===== src/rtl/fixed_point_multiplier.sv =====
// Sequential signed fixed-point multiplier, p = (x*y) >> floating_bits, one bit per clock.
// Define MULT_SATURATE_EN to clamp p on overflow instead of returning 0.
module fixed_point_multiplier #(
  parameter int width         = 32,
  parameter int floating_bits = 16
) (
  input  logic             clk,
  input  logic             rst_n,
  input  logic             start,
  output logic             busy,
  output logic             valid,
  output logic             ovf,
  input  logic [width-1:0] x,
  input  logic [width-1:0] y,
  output logic [width-1:0] p
);

  localparam int AW = 2 * width;
  localparam int CW = $clog2(width) + 1;
  localparam logic [CW-1:0] LAST = CW'(width - 1);

  localparam logic [AW-1:0] LIM_P =
    {{(width + 1){1'b0}}, {(width - 1){1'b1}}};
  localparam logic [AW-1:0] LIM_N =
    {{width{1'b0}}, 1'b1, {(width - 1){1'b0}}};

`ifdef MULT_SATURATE_EN
  localparam logic [width-1:0] SAT_P = {1'b0, {(width - 1){1'b1}}};
  localparam logic [width-1:0] SAT_N = {1'b1, {(width - 1){1'b0}}};
`endif

  typedef enum logic [1:0] {
    IDLE,
    MUL,
    NORM
  } state_t;

  state_t state, state_n;

  logic             sign;
  logic             zpend;
  logic             nphase;
  logic             ovf_r;
  logic [AW-1:0]    mx;
  logic [width-1:0] my;
  logic [AW-1:0]    acc;
  logic [CW-1:0]    cnt;
  logic [width-1:0] res_r;

  logic             accept;
  logic             op_zero;
  logic [width-1:0] ax;
  logic [width-1:0] ay;
  logic [AW-1:0]    mag;
  logic [width-1:0] p_sat;

  assign ax      = x[width-1] ? -x : x;
  assign ay      = y[width-1] ? -y : y;
  assign op_zero = (x == '0) || (y == '0);
  assign mag     = acc >> floating_bits;
  assign busy    = (state != IDLE);

`ifdef MULT_SATURATE_EN
  assign p_sat = sign ? SAT_N : SAT_P;
`else
  assign p_sat = '0;
`endif

  always_ff @(posedge clk or negedge rst_n) begin
    if (!rst_n) state <= IDLE;
    else        state <= state_n;
  end

  always_comb begin
    state_n = state;
    accept  = 1'b0;
    unique case (state)
      IDLE: begin
        if (start && !valid && !zpend) begin
          accept = 1'b1;
          if (!op_zero) state_n = MUL;
        end
      end
      MUL:     if (cnt == LAST) state_n = NORM;
      NORM:    if (nphase) state_n = IDLE;
      default: state_n = IDLE;
    endcase
  end

  always_ff @(posedge clk or negedge rst_n) begin
    if (!rst_n) begin
      sign   <= 1'b0;
      zpend  <= 1'b0;
      nphase <= 1'b0;
      ovf_r  <= 1'b0;
      mx     <= '0;
      my     <= '0;
      acc    <= '0;
      cnt    <= '0;
      res_r  <= '0;
      valid  <= 1'b0;
      ovf    <= 1'b0;
      p      <= '0;
    end else begin
      valid <= 1'b0;
      unique case (state)
        IDLE: begin
          if (zpend) begin
            zpend <= 1'b0;
            valid <= 1'b1;
            ovf   <= 1'b0;
            p     <= '0;
          end else if (accept) begin
            sign   <= x[width-1] ^ y[width-1];
            mx     <= {{width{1'b0}}, ax};
            my     <= ay;
            acc    <= '0;
            cnt    <= '0;
            nphase <= 1'b0;
            ovf    <= 1'b0;
            zpend  <= op_zero;
          end
        end
        MUL: begin
          if (my[0]) acc <= acc + mx;
          mx  <= mx << 1;
          my  <= my >> 1;
          cnt <= cnt + CW'(1);
        end
        NORM: begin
          // First cycle registers the range check, second forms p.
          if (!nphase) begin
            nphase <= 1'b1;
            res_r  <= mag[width-1:0];
            ovf_r  <= sign ? (mag > LIM_N) : (mag > LIM_P);
          end else begin
            nphase <= 1'b0;
            valid  <= 1'b1;
            ovf    <= ovf_r;
            if (ovf_r)     p <= p_sat;
            else if (sign) p <= -res_r;
            else           p <= res_r;
          end
        end
        default: ;
      endcase
    end
  end

endmodule


===== config.mk =====
export PLATFORM = sky130hd
export DESIGN_NAME = fixed_point_multiplier
export DESIGN_NICKNAME = d
export VERILOG_FILES = /design/src/rtl/fixed_point_multiplier.sv
export SDC_FILE = /design/constraint.sdc
export NUM_CORES = 1
export LEC_CHECK = 0
export CORE_ASPECT_RATIO = 0.75
export CORE_MARGIN = 2
export CORE_UTILIZATION = 65
export DETAILED_ROUTE_END_ITERATION = 6
export PLACE_DENSITY = 0.91
export SYNTH_ARGS = -nofsm -noshare
export SYNTH_HDL_FRONTEND = slang
export SYNTH_SLANG_ARGS = --single-unit

===== constraint.sdc =====
create_clock -name clk -period 4.87 [get_ports clk]
set_input_delay 1.461 -clock clk [delete_from_list [all_inputs] [get_ports clk]]
set_output_delay 1.461 -clock clk [all_outputs]
set_load 0.01 [all_outputs]

# Word level (Yosys, flattened, before mapping)
# Index checks and enable logic that the tools add are counted.
[totals]
n_memories = 0
out_inout_bits = 35
input_bits = 67
latchBits = 0
mem_bits_rw = 0
mem_bits_ro = 0
reg_bits = 238
wordCells = 94
[op_classes]
reduce_logical = 19
div = 0
mux = 40
n_lt_le_gt_ge = 2
add_sub_neg = 5
multipliers = 0
shifts = 0
n_bitwise = 3
n_eq_ne = 12
[ops]
columns = ["operator", "n"]
rows = [
  ["two-way mux 64 bit", 5],
  ["two-way mux 32 bit", 8],
  ["case mux 64 bit (2 select lines)", 2],
  ["case mux 32 bit (2 select lines)", 2],
  ["negation 32 bit", 3],
  ["adder 64 bit", 1],
  ["zero test 32 bit", 2],
  ["greater-than comparator 48 x 31 -> 1 bit (second input constant)", 1],
  ["greater-than comparator 48 x 32 -> 1 bit (second input constant)", 1],
  ["!= test 2 bit (second input constant)", 8],
  ["AND reduction 3 bit", 5],
  ["two-way mux 1 bit", 12],
  ["two-way mux 6 bit", 2],
  ["case mux 6 bit (2 select lines)", 1],
  ["two-way mux 2 bit", 4],
  ["AND reduction 4 bit", 2],
  ["adder 6 x 1 -> 6 bit (second input constant)", 1],
  ["== test 6 x 5 -> 1 bit (second input constant)", 1],
  ["case mux 1 bit (2 select lines)", 3],
  ["case mux 2 bit (3 select lines)", 1],
  ["nonzero test 2 bit", 3],
  ["!= test 3 bit (second input constant)", 1],
  ["== test 2 x 1 -> 1 bit (second input constant)", 1],
  ["== test 2 bit (second input constant)", 1],
  ["7 further kinds", 10],
]

# Logic depth before layout (Yosys ltp)
# Gate-level depths: netlist (run 1).
[depth]
depth_word = 8
ltp_mapped = 12

# Least setup slack after synthesis (run 1)
# Ideal clock, no wire load.
[synth_path]
path_kind = "in2reg"
from = "input port x[0]"
to = "register state[0]"
arrival_time_ns = 4.122
n_path_buf = 0
required_ns = 4.742
cell_stages = 11
path_slack_ns = 0.620
path_cell_list = "inv_1 ha_1 nor3b_1 nand4_1 or3_1 or4_4 or4_4 nor4_2 nor2_1 a21oi_2 mux2_1"
[synth_between]
elab_chain_len = 4
[synth_lines]
columns = ["item", "line", "source"]
rows = [
  ["start: declaration", "13", "input logic [width-1:0] x,"],
  ["zero test 32 bit", "59", "assign op_zero = (x == '0) || (y == '0);"],
  ["logical OR 1 bit", "59", ""],
  ["!= test 2 bit (no source line)", "-", ""],
  ["AND reduction 4 bit (no source line)", "-", ""],
  ["end signal: assignment", "71", "else state <= state_n;"],
  ["end: declaration", "38", "state_t state, state_n;"],
]
# No other way between the ends.
# A chain may end at the register's enable or synchronous reset.

# Worst setup path in the final report (run 1)
# Ends and elaborated chain as after synthesis.

==> results.yml, run 1 <==
outcome:
  status: "finished, final reports clean"
clock_network:
  clk_latency_ps: 540
  root_buffer: "clkbuf_16"
  post_cts.repair.setup_buffers: 0
  ctsHoldBuffers: 0
  cts_resized: 0
  clk_pin_slew_ps: 70
  cts_tree: "yes"
  numCtsBuffers: 24
  cts_sinks: 238
  cts_max_level: 1
  clockBufferDepth: 3
synthesis:
  ys_seq_elements: 238
  syn_area_per_cell_um2: 8.880
  async_reset_ff_frac: 1.000
  netlist_area_um2: 15030
  syn_nets: 1828
  yosys.cell_types.count: 72
  synthFlopType: "dfrtp_1"
  synthCells: 1693
  yosysWarnings: 0
  synth-edff-count: 0
  ys_seq_area_frac: 0.3962
setup_path:
  arrival_ps: 4950
  critPathMaxFanout: 4
  cp-end-kind: "flop"
  worstSetupPathType: "input port to flop"
  crit_path_start_kind: "input port"
  required_ps: 5290
floorplan:
  fp-row-count: 48
  die_w_um: 179.6
  start_util: 0.6570
  dieArea_um2: 24370
  top_level_ports: 102
  core-area_um2: 22880
  fp.dieH_um: 135.7
sta:
  fmax_ghz: 0.2210
  slew_headroom: 0.2116
  tns_ps: 0
  rsz0062_at_grt: "false"
  finalSetupViolCount: 0
  post-route-min-period_ps: 4526
  drv_slew: 0
  hold_viol: 0
  holdWs_ps: 480.0
  tightestPinTransition_ps: 1179
  final.period_utilization: 0.9293
  finalClockSkew_ps: 28.85
global_routing:
  grt_first_pass_wirelength_um: 67900
  grt_max_degree: 136
  grt_pass1_vias: 13275
  grt_antenna_before_repair: 0
  gr-usage-all-layers: 0.3383
  grt_overflow: 0
pwr:
  p_sw_uw: 3865
  power_leakage_uw: 0.007150
  p_comb_frac: 0.430
  peakVddDrop_mv: 0.3925
  p_int_uw: 5478
  power-per-cell-area_nw_per_um2: 543.0
  swShare: 0.4137
  pwr-share-clk: 0.215
  seq_power_share: 0.355
final_layout:
  antenna_cells: 0
  layout_common_cells: "dfrtp_1, o21ai_0, nand2_1, a21oi_1, clkdlybuf4s50_1"
  areaGrowthSynthToFinish_pct: 14.46
  layout.nets: 1885
  drive_above_1_share: 0.06844
  final_common_cell: "dfrtp_1"
placed_design:
  hpwlAfterDp_um: 28800
  portBuffers: 101
  place_congestion: 0.9708
min_path:
  hp-class: "flop to flop"
route:
  routed_wl_um: 40840
  wl_per_cell_um: 19.75
  vias_per_cell: 6.680
  route.vias.total: 13814
  drt-pass1-iter-count: 7
  drt_first_iter_violations: 1422
  drc: 0
  drtAntennaViolNets: 0
job:
  maxCapViolCount: 0
-- power by group through the flow --
| stage | logic (uW) | clock network (uW) | registers (uW) |
|---|---|---|---|
| 5_1_grt | 4470 | 2100 | 3390 |
| 6_report | 4020 | 2010 | 3320 |
| 3_5_place_dp | 3900 | 0 | 3310 |
| 3_3_place_gp | 3740 | 0 | 3260 |
| 4_1_cts | 3960 | 2030 | 3290 |
| 2_1_floorplan | 3020 | 0 | 3050 |
-- sequential cells by signal (all words and copies together), names as in the netlist, 2 cells and up --
signal  flops
acc        64
cnt         6
mx         64
my         32
p          32
res_r      32
state       2
-- cell type report --
class                      count  area [um2]
fill                        1605        5675
clock inverter                11       196.4
timing repair buffer         131        1291
sequential                   238        5956
inverter                      33       123.9
tap                          300       375.4
clock buffer                  33       654.4
multi-input combinational   1322        8610
-- worst max-delay path, stage by stage --
cell,delay (ps)
clkdlybuf4s50_1,420
inv_1,90
ha_1,160
nor3b_1,280
nand4_1,250
or3_1,440
or4_4,470
or4_4,500
nor4_2,210
nor2_1,150
a21oi_2,180
mux2_1,340
-- cells by family after synthesis --
group / share of synthesized area
AO/OA/AOI/OAI: 0.2464
XOR/XNOR: 0.08156
adder cells (fa/ha/maj): 0.05710
buffers and inverters: 0.03321
flip-flops: 0.3962
multiplexers: 0.02655
AND/OR/NAND/NOR: 0.1591
-- synth_stat cells, types with 6 or more instances --
master	n	area [um2]
inv_1	32	120.1
and2_1	9	56.30
nor3_1	26	130.1
dfrtp_1	238	5956
clkbuf_1	96	360.4
and3_1	6	37.54
nor2b_1	9	56.30
nand4_1	35	219.0
or4_1	18	135.1
or3_1	18	112.6
a21o_1	24	180.2
xnor2_1	69	604.3
o21bai_1	21	157.7
o41ai_1	10	87.58
xor2_1	71	621.9
o21a_1	12	90.09
nor2_1	62	232.7
nand3_1	40	200.2
nand2_1	214	803.3
o21ai_1	7	35.03
a22oi_1	54	405.4
o21ai_0	217	1086
mux2_2	30	337.8
o31ai_1	36	270.3
o211ai_1	9	67.56
a211oi_1	11	82.58
a21oi_1	103	515.5
ha_1	67	838.3
nand2b_1	10	62.56
nor4_1	20	125.1
a31oi_1	8	50.05
a22o_1	35	306.5
-- per-stage QoR --
stage / util / setup WS, ps / cell area, um2 / power, uW / std cells
2_1_floorplan: - / 620.3 / 15030 / 6067 / 1693
3_3_place_gp: 0.7148 / -36.74 / 16360 / 7003 / 2024
6_report: 0.7520 / 344.3 / 17210 / 9343 / 2068
4_1_cts: 0.7520 / 393.0 / 17210 / 9273 / 2068
5_1_grt: 0.7520 / 181.6 / 17210 / 9959 / 2068
3_5_place_dp: 0.7148 / -164.9 / 16360 / 7208 / 2024
-- worst paths after layout --
path                              startpoint              endpoint  slack [ps]  depth (start not counted)
max in group asynchronous              rst_n   acc[10]$_DFFE_PN0P_        2930                          2
hold reg to reg             p[9]$_DFFE_PN0P_      p[9]$_DFFE_PN0P_         480                          2
hold / removal              p[9]$_DFFE_PN0P_      p[9]$_DFFE_PN0P_         480                          2
setup reg to reg           mx[0]$_DFFE_PN0P_   acc[58]$_DFFE_PN0P_         740                         12
setup / recovery                        x[0]  state[0]$_DFFE_PN0P_         340                         12
min in group asynchronous              rst_n     my[5]$_DFFE_PN0P_        1060                          1
-- routing by layer --
| metal | GRT usage | vias up | wire length [um] |
|---|---|---|---|
| met3 | 0.06720 | 85 | 3665 |
| met5 | 0 | - | 0 |
| met2 | 0.5411 | 698 | 18440 |
| met1 | 0.4771 | 6676 | 17800 |
| li1 | - | 6355 | - |
| met4 | 0.08582 | 0 | 930 |
(Power assumes the default switching activity.)
==> run 2, diff against run 1 <==
- CORE_UTILIZATION: 65 -> 50
- HOLD_SLACK_MARGIN: not set -> 0.02
- PLACE_DENSITY: 0.91 -> 0.73
==> results.yml, run 2 (synthesis results as in run 1) <==
global_routing:
  grt_first_pass_wirelength_um: 66470
  grt_pass1_vias: 12555
  grt_max_degree: 111
  grt_overflow: 0
  gr-usage-all-layers: 0.2566
  grt_antenna_before_repair: 0
pwr:
  swShare: 0.4094
  seq_power_share: 0.352
  p_comb_frac: 0.431
  pwr-share-clk: 0.217
  power_leakage_uw: 0.007208
  peakVddDrop_mv: 0.2944
  p_int_uw: 5487
  p_sw_uw: 3804
  power-per-cell-area_nw_per_um2: 534.2
sta:
  finalSetupViolCount: 0
  hold_viol: 0
  holdWs_ps: 477.6
  final.period_utilization: 0.9302
  finalClockSkew_ps: 15.08
  rsz0062_at_grt: "false"
  setup_ws_ps: 340.1
  post-route-min-period_ps: 4530
  fmax_ghz: 0.2208
  slew_headroom: 0.2235
  drv_slew: 0
  tightestPinTransition_ps: 1161
placed_design:
  place_congestion: 0.9306
  portBuffers: 101
  pre_cts_ws_ps: -223.6
  hpwlAfterDp_um: 28900
route:
  wl_per_cell_um: 18.45
  drtAntennaViolNets: 0
  drt-pass1-iter-count: 6
  route.vias.total: 13323
  routed_wl_um: 40000
  drt_first_iter_violations: 1079
  drc: 0
  vias_per_cell: 6.145
setup_path:
  worstSetupPathType: "input port to flop"
  arrival_ps: 4960
  critPathMaxFanout: 3
  r2r-start: "mx[0]$_DFFE_PN0P_"
  cp-end-kind: "flop"
  startpoint: "x[0]"
  required_ps: 5300
  crit_path_start_kind: "input port"
clock_network:
  post_cts.repair.setup_buffers: 0
  cts_sinks: 238
  root_buffer: "clkbuf_16"
  clk_latency_ps: 550
  clk_pin_slew_ps: 60
  cts_resized: 0
  ctsHoldBuffers: 0
  clockBufferDepth: 3
  cts_max_level: 1
  numCtsBuffers: 26
  cts_tree: "yes"
min_path:
  hp-class: "flop to flop"
  hold_start: "p[3]$_DFFE_PN0P_"
floorplan:
  start_util: 0.5127
  top_level_ports: 102
  die_w_um: 204.2
  fp.dieH_um: 154.2
  core-area_um2: 29320
  dieArea_um2: 31480
  fp-row-count: 54
final_layout:
  layout_common_cells: "dfrtp_1, o21ai_0, nand2_1, a21oi_1, clkdlybuf4s50_1"
  areaGrowthSynthToFinish_pct: 15.70
  antenna_cells: 0
  largestRegisters: "acc x64, mx x64"
  final_common_cell: "dfrtp_1"
  layout.nets: 1895
  drive_above_1_share: 0.07545
outcome:
  status: "finished, final reports clean"
job:
  maxCapViolCount: 0
-- run 2: cell count changes in the layout (fill, tap and decap cells not counted), sizes merged --
cell	before	now
buf	31	39
bufinv	5	2
clkbuf	33	38
clkinvlp	2	0
-- run 2: path summary, 6_finish.rpt --
kind / to / slack (ps) / cells after the start
hold reg to reg: p[3]$_DFFE_PN0P_ / 480 / 2
setup reg to reg: acc[58]$_DFFE_PN0P_ / 700 / 12
hold / removal: p[3]$_DFFE_PN0P_ / 480 / 2
min in group asynchronous: my[4]$_DFFE_PN0P_ / 920 / 1
setup / recovery: state[0]$_DFFE_PN0P_ / 340 / 12
max in group asynchronous: p[30]$_DFFE_PN0P_ / 2970 / 2
-- run 2: power groups by stage --
stage | Sequential (uW) | Clock, uW | Combinational [uW]
after global placement | 3260 | 0 | 3830
after detailed placement | 3280 | 0 | 3940
final | 3270 | 2020 | 4010
after global routing | 3350 | 2150 | 4470
after CTS | 3260 | 2050 | 3960
after floorplan | 3050 | 0 | 3020
-- run 2: metrics by stage --
stage / setup TNS, ps / cell area [um2] / utilization / power, uW / instances
2_1_floorplan: 0 / 15030 / - / 6067 / 1693
3_3_place_gp: -51.77 / 16520 / 0.5632 / 7089 / 2124
3_5_place_dp: -223.6 / 16520 / 0.5632 / 7219 / 2124
4_1_cts: 0 / 17390 / 0.5931 / 9269 / 2168
5_1_grt: 0 / 17390 / 0.5931 / 9974 / 2168
6_report: 0 / 17390 / 0.5931 / 9291 / 2168
-- run 2: metal layers --
metal | wire length, um | share of wire | up-vias | GRT usage
li1 | - | - | 6367 | -
met1 | 19230 | 0.48 | 6450 | 0.3870
met2 | 16940 | 0.42 | 455 | 0.3795
met3 | 3170 | 0.079 | 51 | 0.05702
met4 | 651 | 0.016 | 0 | 0.04486
met5 | 0 | 0 | - | 0
-- run 2: critical path: stages --
cell	delay, ps
clkdlybuf4s50_1	420
inv_1	80
ha_1	170
nor3b_1	290
nand4_1	260
or3_1	440
or4_4	450
or4_4	500
nor4_2	220
nor2_1	140
a21oi_2	180
mux2_1	350
-- run 2: layout make-up --
cell class              count  area [um2]
fillers                  2528       11930
multi-input cells        1322        8620
flip-flops and latches    238        5956
repair buffers            139        1326
clock buffers              38       785.8
well taps                 392       490.5
inverters                  33       123.9
clock inverters             6       91.34
